--- src/rtl/fifo_rd_ctrl.sv ---
// Read-side controller of an async FIFO: read pointer, empty detect, RAM read issue, 2-entry output buffer.
// Latency: ren in cycle N gives m_valid in cycle N+2; streams one word per cycle in steady state.
// Backpressure: a read is issued only while the buffer has a free slot; m_valid/m_data hold while m_valid && !m_ready.
//
// Ports:
//   rclk, srst      read-domain clock; synchronous active-high reset
//   wptr_gray_sync  write pointer (Gray), already synchronised into rclk
//   rptr_gray       registered read pointer (Gray) for the write-domain synchroniser
//   ren, raddr      RAM read request
//   rdv, rdata      RAM registered read response (one cycle after ren)
//   m_valid, m_data, m_ready   output valid/ready stream
//   empty           !m_valid
//   rd_level        words not yet popped, registered (present only with FIFO_RD_LEVEL_EN)
//
// Optional feature macro: FIFO_RD_LEVEL_EN (adds the rd_level port and its logic).

module fifo_rd_ctrl #(
   parameter int AWIDTH = 9,
   parameter int DWIDTH = 16
) (
   input  logic              rclk,
   input  logic              srst,
   input  logic [AWIDTH:0]   wptr_gray_sync,
   output logic [AWIDTH:0]   rptr_gray,
   output logic              ren,
   output logic [AWIDTH-1:0] raddr,
   input  logic              rdv,
   input  logic [DWIDTH-1:0] rdata,
   output logic              m_valid,
   output logic [DWIDTH-1:0] m_data,
   input  logic              m_ready,
   output logic              empty
`ifdef FIFO_RD_LEVEL_EN
   ,
   output logic [AWIDTH:0]   rd_level
`endif
);

   localparam int PW = AWIDTH + 1;

   // ------------------------------------------------------------------
   // State
   // ------------------------------------------------------------------
   logic [AWIDTH:0]   rptr_bin_q,  rptr_bin_d;
   logic [AWIDTH:0]   rptr_gray_q, rptr_gray_d;
   logic              inflight_q,  inflight_d;
   logic [1:0]        occ_q,       occ_d;
   logic [DWIDTH-1:0] buf0_q,      buf0_d;     // head of the output buffer
   logic [DWIDTH-1:0] buf1_q,      buf1_d;     // second entry

   // ------------------------------------------------------------------
   // Read issue
   // ------------------------------------------------------------------
   logic       mem_empty;
   logic       pop;
   logic       cap;
   logic [2:0] credit_used;

   assign mem_empty = (wptr_gray_sync == rptr_gray_q);
   assign m_valid   = (occ_q != 2'd0);
   assign pop       = m_valid && m_ready;

   // A returning word is only accepted if we actually asked for it, so a
   // response that straddles a reset is dropped.
   assign cap = rdv && inflight_q;

   // Slots already spoken for (buffered + on the way from the RAM), minus the
   // one leaving this cycle. Using pop here is what allows back-to-back reads
   // at full rate; it puts m_ready on a combinational path to ren.
   assign credit_used = {1'b0, occ_q} + {2'b00, inflight_q} - {2'b00, pop};

   assign ren   = !srst && !mem_empty && (credit_used < 3'd2);
   assign raddr = rptr_bin_q[AWIDTH-1:0];

   assign rptr_gray = rptr_gray_q;
   assign m_data    = buf0_q;
   assign empty     = !m_valid;

   // ------------------------------------------------------------------
   // Next-state logic
   // ------------------------------------------------------------------
   always_comb begin
      rptr_bin_d  = rptr_bin_q;
      rptr_gray_d = rptr_gray_q;
      inflight_d  = ren;
      occ_d       = occ_q;
      buf0_d      = buf0_q;
      buf1_d      = buf1_q;

      if (ren) begin
         rptr_bin_d  = rptr_bin_q + PW'(1);
         rptr_gray_d = rptr_bin_d ^ (rptr_bin_d >> 1);
      end

      // Two-entry in-order buffer: buf0 is always the head.
      unique case ({cap, pop})
         2'b01: begin
            buf0_d = buf1_q;
            occ_d  = occ_q - 2'd1;
         end
         2'b10: begin
            if (occ_q == 2'd0) begin
               buf0_d = rdata;
            end else begin
               buf1_d = rdata;
            end
            occ_d = occ_q + 2'd1;
         end
         2'b11: begin
            // Head leaves while a new word arrives; occupancy unchanged.
            if (occ_q == 2'd1) begin
               buf0_d = rdata;
            end else begin
               buf0_d = buf1_q;
               buf1_d = rdata;
            end
         end
         default: begin
         end
      endcase
   end

   always_ff @(posedge rclk) begin
      if (srst) begin
         rptr_bin_q  <= '0;
         rptr_gray_q <= '0;
         inflight_q  <= 1'b0;
         occ_q       <= 2'd0;
         buf0_q      <= '0;
         buf1_q      <= '0;
      end else begin
         rptr_bin_q  <= rptr_bin_d;
         rptr_gray_q <= rptr_gray_d;
         inflight_q  <= inflight_d;
         occ_q       <= occ_d;
         buf0_q      <= buf0_d;
         buf1_q      <= buf1_d;
      end
   end

   // ------------------------------------------------------------------
   // Optional fill level
   // ------------------------------------------------------------------
`ifdef FIFO_RD_LEVEL_EN
   function automatic logic [AWIDTH:0] gray2bin(input logic [AWIDTH:0] g);
      logic [AWIDTH:0] b;
      b[AWIDTH] = g[AWIDTH];
      for (int i = AWIDTH - 1; i >= 0; i--) begin
         b[i] = b[i+1] ^ g[i];
      end
      return b;
   endfunction

   logic [AWIDTH:0] rd_level_q, rd_level_d;

   // Words in the RAM not yet read, plus the one in flight, plus those
   // buffered. The write pointer lags, so this never over-reports.
   always_comb begin
      rd_level_d = (gray2bin(wptr_gray_sync) - rptr_bin_q)
                 + PW'(inflight_q)
                 + PW'(occ_q);
   end

   always_ff @(posedge rclk) begin
      if (srst) begin
         rd_level_q <= '0;
      end else begin
         rd_level_q <= rd_level_d;
      end
   end

   assign rd_level = rd_level_q;
`endif

   // ------------------------------------------------------------------
   // Simulation-only protocol checks
   // ------------------------------------------------------------------
`ifndef SYNTHESIS
   // The RAM answers every ren exactly one cycle later. The first cycle out
   // of reset is exempt: a read launched just before reset may land there.
   a_rdv_tracks_inflight: assert property (
      @(posedge rclk) disable iff (srst) !$past(srst) |-> (rdv == inflight_q));

   a_credit_bound: assert property (
      @(posedge rclk) disable iff (srst) (({1'b0, occ_q} + {2'b00, inflight_q}) <= 3'd2));
`endif

endmodule

--- config.mk ---
export PLATFORM = sky130hd
export DESIGN_NAME = fifo_rd_ctrl
export DESIGN_NICKNAME = d
export VERILOG_FILES = /design/src/rtl/fifo_rd_ctrl.sv
export SDC_FILE = /design/constraint.sdc
export NUM_CORES = 1
export LEC_CHECK = 0
export ABC_AREA = 1
export CAP_MARGIN = 25
export CORE_UTILIZATION = 39
export DETAILED_ROUTE_END_ITERATION = 12
export GPL_ROUTABILITY_DRIVEN = 0
export PLACE_DENSITY_LB_ADDON = 0.2
export SLEW_MARGIN = 20
export SYNTH_ARGS = -nofsm -noshare
export SYNTH_HDL_FRONTEND = slang
export SYNTH_SLANG_ARGS = --single-unit
--- constraint.sdc ---
create_clock -name rclk -period 5.1 [get_ports rclk]
set_clock_uncertainty 0.05 [all_clocks]
set_input_delay 1.02 -clock rclk [delete_from_list [all_inputs] [get_ports rclk]]
set_output_delay 1.02 -clock rclk [all_outputs]
set_load 0.01 [all_outputs]
==> impl_metrics.env <==
export IMPL_outcome="completed"
export IMPL_cts_htree_levels=2
export IMPL_synth_cell_type_count=26
export IMPL_cp_common_cell="clkdlybuf4s50_1"
export IMPL_io_buffers=67
export IMPL_fin_nets=520
export IMPL_dieArea_um2=7610
export IMPL_slowest_delay_ns=0.53
export IMPL_io_pins=68
export IMPL_synth_largest_area_cell="dfxtp_1"
export IMPL_rows=30
export IMPL_crit_fanout=14
export IMPL_layout_min_cycle_time_ns=4.52
export IMPL_ys_warn_count=0
export IMPL_finalSetupViolations=0
export IMPL_post_synth_top_count_cell="nand2_1"
export IMPL_path_clk_slew_ns=0.10
export IMPL_clock_latency_ns=0.31
export IMPL_drt_iter0_drc=124
export IMPL_grt_pass1_wl_um=11200
export IMPL_cellLeakagePower_uw=0.00160
export IMPL_grt_use_total_pct=18.6
export IMPL_max_cap_violations=0
export IMPL_grt_pass1_vias=2499
export IMPL_max_freq_ghz=0.221
export IMPL_drive_gt1_share_pct=4.12
export IMPL_ys_seq_area_share_pct=38.1
export IMPL_core_um2=6910
export IMPL_slew_headroom_pct=60.2
export IMPL_drc=0
export IMPL_synth_top_family_by_area="simple AND/OR/NAND/NOR gates"
export IMPL_synth_simple_area_share_pct=28.1
export IMPL_crit_slowest_cell="clkdlybuf4s50_1"
export IMPL_mappedNetlistNets=458
export IMPL_cts_sinks=54
export IMPL_synth_edf_count=0
export IMPL_synthTopCellsByArea="dfxtp_1 (38%), nand2_1 (14%), nor2_1 (9.0%)"
export IMPL_setup_tns_ns=0
export IMPL_post_cts_setup_buffer_count=0
export IMPL_hpwlAfterDp_um=4730
export IMPL_synth_avg_cell_area_um2=6.70
export IMPL_worstMarginPinSlew_ns=0.595
export IMPL_drt_total_wl_um=6900
export IMPL_peakVddDrop_mv=0.386
export IMPL_clock_root_buffer="clkbuf_8"
export IMPL_area_delta_synth_final_pct=31.9
export IMPL_synthTopCellsByCount="nand2_1 (104), nor2_1 (68), dfxtp_1 (54)"
export IMPL_die_h_um=87.2
export IMPL_detail_route_antenna_nets=0
export IMPL_netlist_area_um2=2830
export IMPL_die_w_um=87.2
export IMPL_antenna_found_initial=0
export IMPL_cts_repair_resized=0
export IMPL_crit_family="buffers and inverters"
export IMPL_synth_compound_area_share_pct=17.3
export IMPL_preCtsSetupSlack_ns=0.556
export IMPL_hold_buffers=0
export IMPL_cts_tree="yes"
export IMPL_rsz0062_at_grt="no"
export IMPL_synth_xor_area_share_pct=3.71
export IMPL_clock_path_buffers=2
export IMPL_critPathRequiredTime_ns=4.03
export IMPL_cts_buffers_inserted=5
export IMPL_fin_crit_sh_pct=88.6
export IMPL_overflow=0
export IMPL_fillers=700
export IMPL_synth_area_mux_share_pct=0
export IMPL_yosys_area_share_adder_pct=2.47
export IMPL_setup_ws_ns=0.581
export IMPL_r2r_slack_ns=2.37
export IMPL_start_util_pct=41.0
export IMPL_hold_violations=0
export IMPL_drv_slew=0
export IMPL_whs_ns=0.415
export IMPL_hp_class="flip-flop to flip-flop"
export IMPL_ys_seq_elements=54
export IMPL_vias=2826
export IMPL_vias_per_cell=4.86
export IMPL_synthFlopType="dfxtp_1"
export IMPL_grt_max_degree=37
export IMPL_worst_path_buf_inv=3
export IMPL_worstSetupEndpointType="primary output"
export IMPL_postSynthCellCount=423
export IMPL_synth_top_area_share_pct=38.1
export IMPL_start_kind="input pin"
export IMPL_wl_per_cell_um=11.9
export IMPL_cp_cell_sequence="clkdlybuf4s50_1 -> nand2_1 -> nor2_1 -> o21ai_0 -> fa_1 -> o21ai_1 -> a211oi_4 -> nand2_4 -> inv_1 -> clkdlybuf4s50_1"
export IMPL_worstPathArrival_ns=3.45
export IMPL_worst_setup_path_type="input pin to primary output"
export IMPL_num_antenna_cells=0
export IMPL_async_flop_share_pct=0
export IMPL_power_density_nw_per_um2=575
export IMPL_drtPass1Iterations=4
-- placed cells by master (no fill, tap or decap) --
cell type and n:
dfxtp_1 54, a211oi_4 1, xor2_1 6, bufinv_16 2
buf_4 6, o21ai_1 2, clkbuf_8 5, a211oi_1 16
buf_16 1, nand3b_1 1, xnor2_1 6, nand2_4 1
a21oi_1 14, fa_1 1, nand2_1 104, clkinv_4 1
ha_1 4, inv_2 1, clkinv_1 2, o21ai_0 34
nor3_1 1, nor2_1 68, nand3_2 1, clkdlybuf4s50_1 67
nand3_1 21, inv_1 49, a31oi_1 16, nor2_4 1
-- where the power goes --
group | total, uW | leakage, uW | internal [uW] | switching [uW]
Sequential | 657 | 0.000443 | 559 | 98.3
Combinational | 1150 | 0.00109 | 531 | 618
Clock | 343 | 0.0000683 | 197 | 146
-- worst reg2reg max path, stage by stage, from the launching register on --
cell and delay, ns:
dfxtp_1 0.40, inv_1 0.08, ha_1 0.22, inv_1 0.11, nand2_1 0.11, nor2_1 0.17
o21ai_0 0.13, fa_1 0.48, o21ai_1 0.09, a211oi_4 0.23, buf_4 0.33, nand3_1 0.13
nand2_1 0.08, nor2_1 0.04
-- kinds of logic (layout without fill, tap and decap cells) --
kind of cell / Yosys count / after routing
AO/OA/AOI/OAI: 83 / 83
XOR/XNOR: 12 / 12
adder cells (fa/ha/maj): 5 / 5
buffers and inverters: 71 / 134
flip-flops: 54 / 54
AND/OR/NAND/NOR: 198 / 198
-- final cells by class --
class,count,area (um^2),share of cell area (%)
inverter,52,195,5.22
clock buffer,5,68.8,1.84
timing repair buffer,74,743,19.9
multi-input combinational,298,1460,39.1
clock inverter,3,68.8,1.84
sequential,54,1080,28.9
tap,96,120,3.21
-- routing by layer --
| layer | global-route usage (%) | vias to the layer above | share of wire, % |
|---|---|---|---|
| li1 | - | 1475 | - |
| met3 | 2.84 | 9 | 3.8 |
| met4 | 6.56 | 0 | 1.7 |
| met1 | 24.4 | 1281 | 48 |
| met2 | 31.0 | 61 | 46 |
| met5 | 0 | - | 0 |
-- state kept, by name, indices dropped and copies added (netlist names) --
register	flops
inflight_q	1
occ_q	2
buf1_q	16
rptr_bin_q	10
m_data	16
rptr_gray	9
-- through the flow --
step                cells  power [uW]  area, um^2  utilization [%]
finish                582        2150        3740             54.1
global route          582        2340        3740             54.1
CTS                   581        2170        3710             53.7
detailed placement    573        1820        3570             51.7
global placement      573        1790        3570             51.7
floorplan             423        1430        2830                -
-- worst paths after layout --
| check | cells past startpoint | endpoint | startpoint |
|---|---|---|---|
| setup / recovery | 10 | ren | m_ready |
| hold / removal | 2 | buf1_q[6] | buf1_q[6] |
| hold reg to reg | 2 | buf1_q[6] | buf1_q[6] |
| setup reg to reg | 13 | rptr_gray[5] | occ_q[0] |
(Power assumes the default switching activity.)
